===== config.mk =====
export PLATFORM = sky130hd
export DESIGN_NAME = song_player
export DESIGN_NICKNAME = d
export VERILOG_FILES = /design/src/rtl/song_player.sv
export SDC_FILE = /design/constraint.sdc
export NUM_CORES = 1
export LEC_CHECK = 0
export ABC_AREA = 0
export CORE_ASPECT_RATIO = 1.2
export CORE_UTILIZATION = 56
export CTS_CLUSTER_DIAMETER = 80
export DETAILED_ROUTE_END_ITERATION = 7
export PLACE_DENSITY = 0.9
export SETUP_SLACK_MARGIN = 0.02
export SLEW_MARGIN = 10
export SYNTH_ARGS = -nofsm -noshare
export SYNTH_HDL_FRONTEND = slang
export SYNTH_SLANG_ARGS = --single-unit
export TNS_END_PERCENT = 20

===== constraint.sdc =====
create_clock -name clk -period 2.6 [get_ports clk]
set_input_delay 0.39 -clock clk [delete_from_list [all_inputs] [get_ports clk]]
set_output_delay 0.39 -clock clk [all_outputs]
set_load 0.01 [all_outputs]

===== src/rtl/song_player.sv =====
// -----------------------------------------------------------------------------
// song_player
//
// Plays a song stored in an external note memory. A start request latches the
// requested song number, then each note slot is fetched (one-cycle read
// strobe), loaded (memory data valid), sounded for its programmed number of
// cycles and followed by a silent gap. A zero duration marks the end of a song.
// The last slot (SONG_LEN-1) also ends the song. A one-cycle done pulse is
// emitted on completion.
//
// Parameters
//   SONG_LEN    number of note slots per song (locations 0..SONG_LEN-1)
//   GAP_CYCLES  silent cycles after every note, 0 = no gap
//
// Ports
//   clk           system clock, rising edge
//   rst           synchronous active-high reset
//   start         one-cycle request to play song_sel (only honoured in IDLE)
//   stop          level, aborts playback back to IDLE without a done pulse
//   pause         level, freezes note/gap timing while high
//   song_sel      requested song, 1..3 (0 is rejected)
//   mem_note      note value returned by the song memory
//   mem_duration  note duration in clk cycles returned by the song memory
//   isread        memory read strobe
//   songnum       song number driven to the memory
//   location      note slot address driven to the memory
//   note_out      currently sounding note
//   note_valid    high while note_out must sound
//   playing       high in every state except IDLE and DONE
//   done          one-cycle completion pulse
//
// Every output is a flop; all next-state values come from one combinational
// block so the registered outputs always agree with the registered state.
// -----------------------------------------------------------------------------
module song_player #(
   parameter int SONG_LEN   = 26,
   parameter int GAP_CYCLES = 5000000
) (
   input  logic        clk,
   input  logic        rst,
   input  logic        start,
   input  logic        stop,
   input  logic        pause,
   input  logic [1:0]  song_sel,
   input  logic [3:0]  mem_note,
   input  logic [25:0] mem_duration,
   output logic        isread,
   output logic [1:0]  songnum,
   output logic [4:0]  location,
   output logic [3:0]  note_out,
   output logic        note_valid,
   output logic        playing,
   output logic        done
);

   localparam logic [2:0] ST_IDLE  = 3'd0;
   localparam logic [2:0] ST_FETCH = 3'd1;
   localparam logic [2:0] ST_LOAD  = 3'd2;
   localparam logic [2:0] ST_PLAY  = 3'd3;
   localparam logic [2:0] ST_GAP   = 3'd4;
   localparam logic [2:0] ST_DONE  = 3'd5;

   localparam logic [4:0]  LAST_LOC = 5'(SONG_LEN - 1);
   localparam logic [25:0] GAP_LOAD = 26'(GAP_CYCLES);
   localparam bit          HAS_GAP  = (GAP_CYCLES != 0);

   logic [2:0]  state_reg,      state_next;
   logic        isread_reg,     isread_next;
   logic [1:0]  songnum_reg,    songnum_next;
   logic [4:0]  location_reg,   location_next;
   logic [3:0]  note_reg,       note_next;
   logic        note_valid_reg, note_valid_next;
   logic        playing_reg,    playing_next;
   logic        done_reg,       done_next;
   logic [25:0] dur_cnt_reg,    dur_cnt_next;
   logic [25:0] gap_cnt_reg,    gap_cnt_next;

   // Set by PLAY (no gap) or GAP when the current slot is finished.
   logic        advance;

   always_comb begin
      state_next      = state_reg;
      isread_next     = 1'b0;
      songnum_next    = songnum_reg;
      location_next   = location_reg;
      note_next       = note_reg;
      note_valid_next = 1'b0;
      done_next       = 1'b0;
      dur_cnt_next    = dur_cnt_reg;
      gap_cnt_next    = gap_cnt_reg;
      advance         = 1'b0;

      case (state_reg)
         ST_IDLE: begin
            if (start && (song_sel != 2'd0)) begin
               songnum_next  = song_sel;
               location_next = 5'd0;
               isread_next   = 1'b1;
               state_next    = ST_FETCH;
            end
         end

         // The memory registers its data at the end of this cycle.
         ST_FETCH: begin
            state_next = ST_LOAD;
         end

         ST_LOAD: begin
            note_next    = mem_note;
            dur_cnt_next = mem_duration;
            if (mem_duration == 26'd0) begin
               // zero duration is the end-of-song marker
               done_next  = 1'b1;
               state_next = ST_DONE;
            end else begin
               // the first PLAY cycle always sounds; pause only acts in PLAY
               note_valid_next = 1'b1;
               state_next      = ST_PLAY;
            end
         end

         // A cycle counts toward the note only when it actually sounded
         // (note_valid high). Because note_valid is a flop, pause silences the
         // note from the following cycle, and the count of sounding cycles is
         // always exactly the programmed duration.
         ST_PLAY: begin
            if (note_valid_reg) begin
               if (dur_cnt_reg <= 26'd1) begin
                  dur_cnt_next = 26'd0;
                  if (HAS_GAP) begin
                     gap_cnt_next = GAP_LOAD;
                     state_next   = ST_GAP;
                  end else begin
                     advance = 1'b1;
                  end
               end else begin
                  dur_cnt_next    = dur_cnt_reg - 26'd1;
                  note_valid_next = !pause;
               end
            end else begin
               note_valid_next = !pause;
            end
         end

         ST_GAP: begin
            if (!pause) begin
               if (gap_cnt_reg <= 26'd1) begin
                  gap_cnt_next = 26'd0;
                  advance      = 1'b1;
               end else begin
                  gap_cnt_next = gap_cnt_reg - 26'd1;
               end
            end
         end

         ST_DONE: begin
            state_next = ST_IDLE;
         end

         default: begin
            state_next = ST_IDLE;
         end
      endcase

      // Move to the next slot, or finish on the last one (no wrap).
      if (advance) begin
         if (location_reg == LAST_LOC) begin
            done_next  = 1'b1;
            state_next = ST_DONE;
         end else begin
            location_next = location_reg + 5'd1;
            isread_next   = 1'b1;
            state_next    = ST_FETCH;
         end
      end

      // Abort overrides everything else: back to IDLE with cleared outputs.
      if (stop && (state_reg != ST_IDLE)) begin
         state_next      = ST_IDLE;
         isread_next     = 1'b0;
         songnum_next    = 2'd0;
         location_next   = 5'd0;
         note_next       = 4'd0;
         note_valid_next = 1'b0;
         done_next       = 1'b0;
         dur_cnt_next    = 26'd0;
         gap_cnt_next    = 26'd0;
      end

      playing_next = (state_next != ST_IDLE) && (state_next != ST_DONE);
   end

   always_ff @(posedge clk) begin
      if (rst) begin
         state_reg      <= ST_IDLE;
         isread_reg     <= 1'b0;
         songnum_reg    <= 2'd0;
         location_reg   <= 5'd0;
         note_reg       <= 4'd0;
         note_valid_reg <= 1'b0;
         playing_reg    <= 1'b0;
         done_reg       <= 1'b0;
         dur_cnt_reg    <= 26'd0;
         gap_cnt_reg    <= 26'd0;
      end else begin
         state_reg      <= state_next;
         isread_reg     <= isread_next;
         songnum_reg    <= songnum_next;
         location_reg   <= location_next;
         note_reg       <= note_next;
         note_valid_reg <= note_valid_next;
         playing_reg    <= playing_next;
         done_reg       <= done_next;
         dur_cnt_reg    <= dur_cnt_next;
         gap_cnt_reg    <= gap_cnt_next;
      end
   end

   assign isread     = isread_reg;
   assign songnum    = songnum_reg;
   assign location   = location_reg;
   assign note_out   = note_reg;
   assign note_valid = note_valid_reg;
   assign playing    = playing_reg;
   assign done       = done_reg;

endmodule


* Yosys cells after proc, flatten, opt, wreduce, memory -nomap -nowiden *
Cells that the tools add are included.

operators by class
  $add $sub $neg = 3
  equal/unequal tests = 9
  muxes and demuxes = 35
  magnitude comparators = 2
  reduce and logical (&&, ||, !) cells = 15

operators by type and width
  operator                                              number
  2-to-1 mux 26 bit                                     6
  case mux 26 bit (2 select lines)                      2
  <= comparator 26 x 1 -> 1 bit, second input constant  2
  subtractor 26 x 1 -> 26 bit, second input constant    2
  logical NOT 26 bit                                    1
  2-to-1 mux 3 bit                                      7
  2-to-1 mux 5 bit                                      4
  case mux 3 bit (5 select lines)                       1
  2-to-1 mux 1 bit                                      14
  == test 3 x 2 -> 1 bit, second input constant         2
  != test 2 bit, second input constant                  3
  nonzero test 2 bit                                    3
  nonzero test 3 bit                                    2
  adder 5 x 1 -> 5 bit, second input constant           1
  == test 5 bit, second input constant                  1
  AND reduction 2 bit                                   2
  AND reduction 4 bit                                   1
  == test 3 x 1 -> 1 bit, second input constant         1
  == test 3 bit, second input constant                  1
  logical AND 1 bit                                     3
  logical NOT 3 bit                                     1
  != test 3 bit, second input constant                  1
  case mux 1 bit (2 select lines)                       1
  OR reduction 2 bit                                    1
  logical NOT 1 bit                                     1

storage, ports and cells
  bits of input ports = 37
  bits in registers = 70
  word-level logic and storage cells = 74

* Depth between registers and ports, before layout *
  depth in word-level cells = 8
  mapped depth = 11
  gate-level depth less buffers = 8

* Least setup slack after synthesis *
OpenSTA, ideal clock, no wires.

  path type = reg-to-reg
  from = register gap_cnt_reg[10]
  to = register gap_cnt_reg[22]
  data required time = 2468 ps
  data arrival time = 2225 ps
  path slack = 243 ps
  library setup time = 132 ps
  path buffers = 1
  stages on the path, launching flop included = 8
  path through = dfxtp_1 -> or4_1 -> buf_2 -> or3_4 -> or2_4 -> or4_1 -> o21ai_1 -> a21oi_1

on the way
  cells in the longest elaborated chain, start to end = 4
  elaborated cells between the ends (all ways) = 5

ends and longest elaborated chain
  what                                                                          RTL line  text
  start: declaration                                                            76        logic [25:0] gap_cnt_reg, gap_cnt_next;
  start signal: assignment                                                      215       gap_cnt_reg <= gap_cnt_next;
  subtractor 26 x 1 -> 26 bit or <= comparator 26 x 1 -> 1 bit (tied branches)  151, 147
  2-to-1 mux 26 bit (*)                                                         147       if (gap_cnt_reg <= 26'd1) begin
  2-to-1 mux 26 bit (*)                                                         146       if (!pause) begin
  case mux 26 bit (2 select lines) (*)                                          93        case (state_reg)

Mark *: on every way between the ends. The rest lies on a longest branch, timed or not. The select of a mux whose other input is x is not followed.
A chain may end at the register's enable or synchronous reset.

* Worst setup path after layout *
  from = register dur_cnt_reg[21]
  to = register gap_cnt_reg[12]

on the way
  cells in the longest elaborated chain, start to end = 3

ends and longest elaborated chain
  what                           RTL line  text
  start: declaration             75        logic [25:0] dur_cnt_reg, dur_cnt_next;
  start signal: assignment       214       dur_cnt_reg <= dur_cnt_next;
  <= comparator 26 x 1 -> 1 bit  128       if (dur_cnt_reg <= 26'd1) begin
  != test 2 bit (no line)        n/a
  AND reduction 4 bit (no line)  n/a

No other way between the ends.

==> impl_metrics.ini <==
[place]
hpwlAfterDp_microns = 8724
place_inst = 680
placed_cell_area_sq_mm = 0.004826
port_buffers = 51
gp_congestion = 0.9007

[clocking]
clk_pin_slew_worst_paths_ps = 80
worstSkewPairLatency_ps = 360
cts_repair_resize_count = 0
htreeDepth = 3
cts.sinks = 70
ctsRootBufferMaster = clkbuf_8
cts_buffer_depth = 2
cts_setup_buffers = 0
cts_tree = yes
cts_inserted_buffers = 9
ctsHoldBuffers = 0

[flow_run]
cap_violations = 0

[floorplanning]
die_w_microns = 79.38
dieArea_sq_mm = 0.007530
core_area_sq_mm = 0.006895
rows = 33
start_util_pct = 58.36
die_height_microns = 94.86
ios = 52

[critical_path]
worst_ep_required_time_ps = 2850
crit_type = flop to flop
arrival_ps = 2710
cp_max_fo = 11
rr_endpoint = gap_cnt_reg[12]$_SDFFE_PP0P_
cp-end-kind = flop
r2r_cells = 8
cp-start-kind = flop
r2r_start = dur_cnt_reg[21]$_SDFFE_PP0P_
cp-startpoint = dur_cnt_reg[21]$_SDFFE_PP0P_
reg2reg_slack_ps = 150

[timing]
slew_violations = 0
slew-limit-headroom_pct = 65.42
max_clock_freq_ghz = 0.4077
min_period_ps = 2453
hold_viol_final = 0
finalSetupViolations = 0
post-route-period-util_pct = 94.34
hold_ws_ps = 458.9
fin_skew_ps = 15.29
rsz0062_at_grt = true
tightestPinTransition_ps = 516.7

[synth]
async_flop_share_pct = 0
yosysUniqueCellTypes = 59
avgSynthCellArea_sq_um = 7.549
synthesis.nets = 576
synth_area_sq_mm = 0.004024
ys_seq_area_share_pct = 34.83
synth_edf_count = 0
ys.flop_type = dfxtp_1
synthCells = 533
synth_largest_area_cell = dfxtp_1
synth.area.top_cells = dfxtp_1, nor2_1, o21ai_0, a21oi_1, nand2_1
ys_warn_count = 0
ys_seq_elements = 70
synth_top_area_share_pct = 34.83

[power_and_ir_drop]
switching_power_mw = 0.6808
swShare_pct = 29.07
p_seq_share_pct = 47.4
p_comb_share_pct = 16.9
p_leak_nw = 1.913
p_total_mw = 2.342
ir_drop_v = 0.0002904
power_density_mw_per_mm2 = 465.2
p_int_mw = 1.661
p_clk_share_pct = 35.8

[finish]
layout_common_cells = nor2_1, dfxtp_1, clkdlybuf4s50_1
syn_to_final_growth_pct = 25.12
drive_above_1_share_pct = 12.15
layout.nets = 647
fillerInstances = 506
diodes = 0
final_area_sq_mm = 0.005035
layout.cells.non_filler = 696
layout_commonest_cell = nor2_1
final_util_pct = 73.02

[global_routing]
grt_max_degree = 32
grt_pass1_wl_microns = 18860
grt_use_total_pct = 32.32
grt_pass1_vias = 4069
antenna_found_initial = 0
grt-ovfl-total = 0

[status]
status = completed

[drt]
ant_nets = 0
vias = 4462
drc_errors = 0
wl_per_cell_microns = 17.25
first_pass_iters = 6
dr.first_iter.drc_count = 315
totalWireLength_microns = 12010
via_per_inst = 6.411

[min_path]
holdPathStages = 2
hold_end = note_out[3]$_SDFFE_PP0P_
min_from = note_out[3]$_SDFFE_PP0P_
worst_hold_path_type = flop to flop
critical path: stages (launching register included):
cell and delay [ps]:
dfxtp_1 320, or4_1 570, nor2_1 390, and4_1 320
nor2_1 100, buf_4 170, o21ai_2 190, buf_4 220
nor2_1 70
cell usage after synthesis, types with 4 or more instances:
master    number
o21ai_0       50
dfxtp_1       70
nand2_1       50
nor3_1        17
a21o_1         4
a211oi_1       9
inv_1         13
nand3_1       11
or3_1          4
o21ai_1       15
nor4_1        21
a22oi_1       11
clkbuf_1      20
xnor2_1        9
or4_1         11
a31oi_1        4
a21oi_1       45
nor2_1        77
o41ai_1        5
ha_1           6
o31ai_1       10
buf_2          6
xor2_1         8
nand4_1        6
per-stage QoR:
step / setup slack (ps) / setup TNS [ps]
after CTS: 101.1 / 0
after floorplan: 242.8 / 0
after global placement: 127.9 / 0
final: 147.1 / 0
after global routing: -22.43 / -22.43
after detailed placement: 70.86 / 0
how the worst max path moves through the flow:
stage,end,slack (ps),depth (start not counted)
after floorplan,gap_cnt_reg[22]$_SDFFE_PP0P_,240,7
after global placement,playing$_SDFF_PP0_,130,7
after detailed placement,playing$_SDFF_PP0_,70,7
after CTS,playing$_SDFF_PP0_,100,6
after global routing,playing$_SDFF_PP0_,-20,7
final,gap_cnt_reg[12]$_SDFFE_PP0P_,150,8
power by group through the flow:
stage / logic (mW) / clock network [mW] / registers (mW)
floorplan: 0.206 / 0 / 1.13
global placement: 0.370 / 0 / 1.13
detailed placement: 0.379 / 0 / 1.13
CTS: 0.383 / 0.837 / 1.11
global route: 0.429 / 0.876 / 1.11
finish: 0.395 / 0.838 / 1.11
kinds of logic after synthesis:
family	synth area share, %
mux	0.4975
buf+inv	4.011
simple gates	28.27
fa+ha+maj	1.866
compound gates	26.83
flops	34.83
xor+xnor	3.700
routing by layer:
| layer | routed length, microns | up-vias | GRT usage [%] | share of wire (%) |
|---|---|---|---|---|
| li1 | - | 2113 | - | - |
| met1 | 4645 | 2069 | 35.87 | 39 |
| met2 | 6016 | 235 | 57.18 | 50 |
| met3 | 863 | 45 | 5.604 | 7.2 |
| met4 | 481 | 0 | 19.55 | 4.0 |
| met5 | 0 | - | 0 | 0 |
area by class of cell:
| class | count | area, sq um | share of cell area, % |
|---|---|---|---|
| multi-input cells | 423 | 2484 | 49.33 |
| flip-flops and latches | 70 | 1401 | 27.83 |
| repair buffers | 87 | 805.8 | 16.00 |
| clock buffers | 12 | 155.1 | 3.082 |
| well taps | 87 | 108.9 | 2.162 |
| inverters | 13 | 48.80 | 0.9692 |
| clock inverters | 4 | 31.28 | 0.6213 |
(Power assumes the default switching activity.)
